## src/rtl/spram_arb_pkg.sv

```systemverilog
// Shared definitions for the single-port RAM arbiter.
//   port_e     : requester identity carried down the read tag pipeline
//                (PORT_A = video scan, PORT_B = CPU)
//   STARVE_MAX : number of consecutive A wins over a waiting B after which
//                B is forced through (only used with SPRAM_ARB_FAIR_EN)
package spram_arb_pkg;

    typedef enum logic {
        PORT_A = 1'b0,
        PORT_B = 1'b1
    } port_e;

    localparam logic [1:0] STARVE_MAX = 2'd3;

endpackage

```

## src/rtl/spram_arbiter_grant.sv

```systemverilog
// Grant decision for the two-port RAM arbiter.
// Purely combinational grant from the current requests; at most one grant
// is ever high.
//
// Optional feature macro: SPRAM_ARB_FAIR_EN
//   undefined : fixed priority, A always beats B, no state at all.
//   defined   : a 2-bit starve counter lets B through after A has won
//               STARVE_MAX times in a row while B was waiting.
//
// Ports:
//   clock, reset_n   : clock and async active-low reset (fair build only)
//   a_req, b_req     : pending requests
//   grant_a, grant_b : the request accepted at the coming rising edge
module arb_grant
    import spram_arb_pkg::*;
(
`ifdef SPRAM_ARB_FAIR_EN
    input  logic clock,
    input  logic reset_n,
`endif
    input  logic a_req,
    input  logic b_req,
    output logic grant_a,
    output logic grant_b
);

`ifdef SPRAM_ARB_FAIR_EN
    logic [1:0] starve_cnt;
    logic       b_first;

    // B overrides A only once it has watched A win STARVE_MAX times.
    assign b_first = b_req && (starve_cnt == STARVE_MAX);

    always_comb begin
        grant_a = a_req && !b_first;
        grant_b = b_req && !grant_a;
    end

    always_ff @(posedge clock or negedge reset_n) begin
        if (!reset_n) begin
            starve_cnt <= 2'd0;
        end else if (!b_req || grant_b) begin
            starve_cnt <= 2'd0;
        end else if (grant_a && (starve_cnt != STARVE_MAX)) begin
            starve_cnt <= starve_cnt + 2'd1;
        end
    end
`else
    always_comb begin
        grant_a = a_req;
        grant_b = b_req && !a_req;
    end
`endif

endmodule

```

## src/rtl/spram_arbiter.sv

```systemverilog
// Two-requester front end for a single-port synchronous RAM (1-cycle read
// latency). Port A is the video scan-out, port B is the CPU.
//
// Timing, for a request accepted at edge k:
//   k   : RAM address/data/wren registered, ack raised for one cycle
//   k+1 : RAM samples the access; read data appears on ram_q
//   k+2 : ram_q captured into the owner's rdata, rvalid raised for one cycle
// A read tag (valid + owner) follows each access down a two-stage pipeline
// so overlapping A/B reads return to the right port in acceptance order.
//
// Optional feature macro: SPRAM_ARB_FAIR_EN (starve counter in arb_grant).
//
// Ports:
//   clock, reset_n                  : clock, async active-low reset
//   a_req/a_we/a_addr/a_wdata       : port A request (held until ack)
//   b_req/b_we/b_addr/b_wdata       : port B request (held until ack)
//   a_ack, b_ack                    : one-cycle accept pulse
//   a_rdata/a_rvalid, b_rdata/b_rvalid : read return, rdata held between reads
//   ram_address/ram_data/ram_wren   : to the RAM
//   ram_q                           : from the RAM
module spram_arbiter
    import spram_arb_pkg::*;
#(
    parameter int widthad_a  = 15,
    parameter int DATA_WIDTH = 8
) (
    input  logic                  clock,
    input  logic                  reset_n,

    input  logic                  a_req,
    input  logic                  a_we,
    input  logic [widthad_a-1:0]  a_addr,
    input  logic [DATA_WIDTH-1:0] a_wdata,
    output logic                  a_ack,
    output logic [DATA_WIDTH-1:0] a_rdata,
    output logic                  a_rvalid,

    input  logic                  b_req,
    input  logic                  b_we,
    input  logic [widthad_a-1:0]  b_addr,
    input  logic [DATA_WIDTH-1:0] b_wdata,
    output logic                  b_ack,
    output logic [DATA_WIDTH-1:0] b_rdata,
    output logic                  b_rvalid,

    output logic [widthad_a-1:0]  ram_address,
    output logic [DATA_WIDTH-1:0] ram_data,
    output logic                  ram_wren,
    input  logic [DATA_WIDTH-1:0] ram_q
);

    logic  grant_a;
    logic  grant_b;
    logic  rd_accept;
    port_e rd_port;

    logic  vld_p0;
    port_e port_p0;
    logic  vld_p1;
    port_e port_p1;

    arb_grant u_grant (
`ifdef SPRAM_ARB_FAIR_EN
        .clock   (clock),
        .reset_n (reset_n),
`endif
        .a_req   (a_req),
        .b_req   (b_req),
        .grant_a (grant_a),
        .grant_b (grant_b)
    );

    always_comb begin
        rd_accept = (grant_a && !a_we) || (grant_b && !b_we);
        rd_port   = grant_a ? PORT_A : PORT_B;
    end

    // Stage p0: accept edge -- drive the RAM, ack the winner, tag a read.
    always_ff @(posedge clock or negedge reset_n) begin
        if (!reset_n) begin
            a_ack       <= 1'b0;
            b_ack       <= 1'b0;
            ram_wren    <= 1'b0;
            ram_address <= '0;
            ram_data    <= '0;
            vld_p0      <= 1'b0;
            port_p0     <= PORT_A;
        end else begin
            a_ack    <= grant_a;
            b_ack    <= grant_b;
            ram_wren <= 1'b0;
            if (grant_a) begin
                ram_address <= a_addr;
                ram_data    <= a_wdata;
                ram_wren    <= a_we;
            end else if (grant_b) begin
                ram_address <= b_addr;
                ram_data    <= b_wdata;
                ram_wren    <= b_we;
            end
            vld_p0  <= rd_accept;
            port_p0 <= rd_port;
        end
    end

    // Stage p1: RAM is performing the read; ram_q becomes valid after this edge.
    always_ff @(posedge clock or negedge reset_n) begin
        if (!reset_n) begin
            vld_p1  <= 1'b0;
            port_p1 <= PORT_A;
        end else begin
            vld_p1  <= vld_p0;
            port_p1 <= port_p0;
        end
    end

    // Stage p2: capture ram_q into the owning port.
    always_ff @(posedge clock or negedge reset_n) begin
        if (!reset_n) begin
            a_rdata  <= '0;
            b_rdata  <= '0;
            a_rvalid <= 1'b0;
            b_rvalid <= 1'b0;
        end else begin
            a_rvalid <= 1'b0;
            b_rvalid <= 1'b0;
            if (vld_p1) begin
                if (port_p1 == PORT_A) begin
                    a_rdata  <= ram_q;
                    a_rvalid <= 1'b1;
                end else begin
                    b_rdata  <= ram_q;
                    b_rvalid <= 1'b1;
                end
            end
        end
    end

endmodule
```

## config.mk

```make
export PLATFORM = sky130hd
export DESIGN_NAME = spram_arbiter
export DESIGN_NICKNAME = d
export VERILOG_FILES = /design/src/rtl/spram_arb_pkg.sv /design/src/rtl/spram_arbiter_grant.sv /design/src/rtl/spram_arbiter.sv
export SDC_FILE = /design/constraint.sdc
export NUM_CORES = 1
export LEC_CHECK = 0
export CAP_MARGIN = 20
export CORE_UTILIZATION = 39
export CTS_CLUSTER_SIZE = 16
export DETAILED_ROUTE_END_ITERATION = 8
export PLACE_DENSITY = 0.9
export SYNTH_ARGS = -nofsm -noshare
export SYNTH_HDL_FRONTEND = slang
export SYNTH_SLANG_ARGS = --single-unit
```

## constraint.sdc

```tcl
create_clock -name clock -period 1.7 [get_ports clock]
set_clock_uncertainty 0.1 [all_clocks]
set_input_delay 0.34 -clock clock [delete_from_list [all_inputs] [get_ports clock]]
set_output_delay 0.34 -clock clock [all_outputs]
set_load 0.02 [all_outputs]
```

== After elaboration in Yosys (flattened, before gate mapping) ==
Cells that the tools add are included.

* Logic and storage cells: 35
* Flip-flop bits (word level): 48
* Output and inout bits: 44

* Bitwise operators: 1
* Reduce and logical (&&, ||, !) cells: 10
* Multiplexer cells: 11

{| class="wikitable"
|+ Operators with widths
! cell !! count
|-
| 2-to-1 mux 15 bit || 2
|-
| 2-to-1 mux 8 bit || 2
|-
| 2-to-1 mux 1 bit || 7
|-
| AND reduction 2 bit || 2
|-
| logical AND 1 bit || 3
|-
| logical NOT 1 bit || 3
|-
| nonzero test 2 bit || 1
|-
| logical OR 1 bit || 1
|-
| NOT 1 bit || 1
|}

== Logic depth before layout (Yosys ltp) ==
* Depth after elaboration: 4
* Gate-level depth with buffers: 4

== By module ==
Synthesis repeated with hierarchy kept, for this count alone.

* Cell total of the unflattened synthesis: 153
* Area, all modules: 1990.7 sq um

{| class="wikitable"
|+ Modules (own cells, without submodules)
! module !! area an instance (sq um) !! cells each !! times used
|-
| spram_arbiter || 1969.4 || 151 || 1
|-
| arb_grant || 21.3 || 2 || 1
|}

== Least setup slack after synthesis ==
OpenSTA, ideal clock, no wires.

* Path kind: register to register
* Start point: reg port_p1
* End point: reg a_rdata[0]
* Setup slack: 0.531 ns
* Arrival time: 0.944 ns
* Buffers on the path: 1
* Stages on the path, launching flop included: 4
* Period minus slack after synthesis: 1.169 ns
* Required time: 1.475 ns
* Path through: dfrtp_1 -> nor2b_4 -> buf_6 -> mux2_4

* Cells in the longest elaborated chain, start to end: 2

{| class="wikitable"
|+ Ends and longest elaborated chain
! element !! line !! text
|-
| from (decl) || spram_arbiter.sv:60 || <nowiki>port_e port_p1;</nowiki>
|-
| from (signal assigned) || spram_arbiter.sv:113 || <nowiki>port_p1 <= port_p0;</nowiki>
|-
| NOT 1 bit (no line) || -- ||
|-
| AND reduction 2 bit (no line) || -- ||
|-
| to (signal assigned) || spram_arbiter.sv:129 || <nowiki>a_rdata <= ram_q;</nowiki>
|-
| to (decl) || spram_arbiter.sv:35 || <nowiki>output logic [DATA_WIDTH-1:0] a_rdata,</nowiki>
|}

Every way passes these cells.
A chain may end at the register's enable or synchronous reset.

== Worst setup path in the final report ==
* Start point: reg b_rvalid
* End point: out b_rvalid

{| class="wikitable"
|+ RTL lines
! element !! line !! text
|-
| from (decl) || spram_arbiter.sv:44 || <nowiki>output logic b_rvalid,</nowiki>
|-
| from (signal assigned) || spram_arbiter.sv:123 || <nowiki>b_rvalid <= 1'b0;</nowiki>
|-
| from (signal assigned) || spram_arbiter.sv:126 || <nowiki>b_rvalid <= 1'b0;</nowiki>
|-
| from (signal assigned) || spram_arbiter.sv:133 || <nowiki>b_rvalid <= 1'b1;</nowiki>
|}

No word-level cell between the ends.

==> results.toml <==
[placed_design]
hpwlAfterDp_um = 3210
gp_congestion = 0.660
numPortBuffers = 103

[cts]
htree_levels = 2
cts_inserted_buffers = 5
clockBufferDepth = 2
cts-root-buf = "clkbuf_8"
clock_latency_ns = 0.29
post-cts-setup-buffer-count = 0
tritoncts = "yes"
cts.sinks = 48
clkTransAtPathRegs_ns = 0.08

[hold_path]
min_from = "vld_p0"
hold_class = "register to register"

[cells_and_area]
final_common_cell = "clkdlybuf4s50_1"
drive_gt1_share_pct = 11.7
mostFrequentLayoutCells = "clkdlybuf4s50_1, dfrtp_1, dlygate4sd2_1, mux2i_1, nand2_1"
antenna_cells = 0
area_growth_pct = 61.4
fin_nets = 316

[detailed_routing]
drt-initial-drc-count = 37
drc_errors = 0
wirelength_um = 4320
wl_per_cell_um = 13.3
drtAntennaViolNets = 0
firstDrtPassIters = 4
via_per_inst = 4.57
via_count = 1481

[run]
maxCapViolations = 0

[floorplanning]
die_area_sq_um = 5350
initial_core_util_pct = 41.2
io_pins = 104
row_count = 25
die_h_um = 73.1
coreArea_sq_um = 4790
die_x_um = 73.1

[power]
ir_worst_vdd_uv = 454
combPwrFrac_pct = 26.8
power.leakage_nw = 1.61
switching_power_w = 0.000778
p_seq_share_pct = 46.2
clkPwrFrac_pct = 26.9
swShare_pct = 26.7
internal_power_w = 0.00213
power.density_cell_area_nw_per_um2 = 915

[synth]
synth_top_family_by_area = "multiplexers"
netlist_instances = 150
synth_nets = 210
syn_area_per_cell_sq_um = 13.2
synthMuxAreaShare_pct = 22.3
ys_warn_count = 0
synth_xor_area_share_pct = 0
synth-simple-area-share_pct = 5.77
synth_seq_cells = 48
synth_compound_area_share_pct = 6.72
netlist.area_leader.share_pct = 60.9
netlist_area_sq_um = 1970
ys_types = 18
ys_seq_area_share_pct = 60.9
synth_top_area_cell = "dfrtp_1"
synth_area_leaders = "dfrtp_1, mux2i_1, mux2_4"
synth-adder-area-share_pct = 0

[timing]
setup_viol = 0
rsz0062_at_grt = "false"
whs_ns = 0.253
worstMarginPinSlew_ns = 0.361
slew_headroom_pct = 75.9
fin_tns_setup_ns = 0
min_period_ns = 1.66
drv_slew = 0
fin_crit_sh_pct = 97.4
fmax_ghz = 0.604
finalHoldViolations = 0

[run_status]
status = "finished, final reports clean"

[grt]
grt_pass1_wl_um = 6890
track_usage_pct = 17.4
grt_pass1_vias = 1566
gr-total-overflow = 0
grt_max_degree = 49
antenna_found_initial = 0

[critical_path]
r2r-start = "port_p1"
cp-end-kind = "primary output"
crit_fanout = 1
worstSetupStartpoint = "b_rvalid"
path_class = "register to primary output"
crit_slowest_cell = "clkdlybuf4s50_1"
worst_ep_arrival_time_ns = 1.22
cp_num_buf_inv = 1
worst_setup_path_start_kind = "register"
crit_family = "buffers and inverters"
max_stage_delay_ns = 0.60
required_ns = 1.26
crit_chain = "clkdlybuf4s50_1"
[sequential cells by signal, summed over array words and instances (netlist names)]
| name | cells |
|---|---|
| ram_address | 15 |
| a_rdata | 8 |
| b_rdata | 8 |
| ram_data | 8 |
| a_ack | 1 |
| a_rvalid | 1 |
| b_ack | 1 |
| b_rvalid | 1 |
| port_p0 | 1 |
| port_p1 | 1 |
| ram_wren | 1 |
| vld_p0 | 1 |
| vld_p1 | 1 |
[layer usage]
metal  GRT usage, %  vias to the layer above  share of wire (%)
met5              0                        -                  0
met1           20.3                      686                 41
met2           29.4                       68                 49
met4           7.19                        0                1.5
li1               -                      721                  -
met3           5.52                        6                8.3
[kinds of logic after synthesis]
family / after synthesis
buffers and inverters: 12
AO/OA/AOI/OAI: 25
AND/OR/NAND/NOR: 26
multiplexers: 39
flip-flops: 48
[final cells by class]
type	instances	area, sq um
flip-flops and latches	48	1200
inverters	3	11.3
multi-input cells	90	687
clock buffers	6	72.6
fillers	392	1600
repair buffers	108	1090
clock inverters	2	35.0
well taps	67	83.8
[final timing paths]
kind | endpoint | slack, ns | cells past startpoint
worst max-delay path | b_rvalid | 0.04 | 1
worst min-delay path | vld_p1 | 0.25 | 0
worst max register to register | a_rdata[6] | 0.40 | 2
worst min register to register | vld_p1 | 0.25 | 0
max in group asynchronous | ram_data[0] | 0.82 | 3
min in group asynchronous | ram_address[3] | 0.47 | 3
[Yosys cell counts (all sizes together)]
| master | instances |
|---|---|
| clkbuf | 2 |
| a22o | 1 |
| mux2 | 16 |
| nor2b | 1 |
| mux2i | 23 |
| and2b | 1 |
| buf | 7 |
| nand2 | 24 |
| o21ai | 23 |
| inv | 3 |
| dfrtp | 48 |
| o2bb2ai | 1 |
[stage by stage]
stage | power [W] | cells | area, sq um | setup slack (ns) | utilization, %
floorplan | 0.00175 | 150 | 1970 | 0.531 | -
global placement | 0.00221 | 315 | 3060 | 0.117 | 64.0
detailed placement | 0.00223 | 315 | 3060 | 0.0758 | 64.0
CTS | 0.00296 | 324 | 3150 | 0.0000465 | 65.8
global route | 0.00306 | 324 | 3180 | 0.00822 | 66.5
finish | 0.00291 | 324 | 3180 | 0.0438 | 66.5
[power groups by stage]
stage / registers [W] / clock network [W] / logic, W
after global placement: 0.00137 / 0 / 0.000834
final: 0.00135 / 0.000785 / 0.000781
after detailed placement: 0.00137 / 0 / 0.000852
after floorplan: 0.00154 / 0 / 0.000217
after global routing: 0.00136 / 0.000856 / 0.000841
after CTS: 0.00135 / 0.000808 / 0.000801
[timing repair]
| item | 4_1_cts | 5_1_grt |
|---|---|---|
| hold endpoints to repair | 48 | 0 |
| gates resized for setup | 28 | 15 |
| pin swaps | 0 | 0 |
| setup endpoints to repair | 28 | 15 |
| gates cloned | 0 | 0 |
| hold buffers | 1 | 0 |
Power figures use the tool's default switching activity.
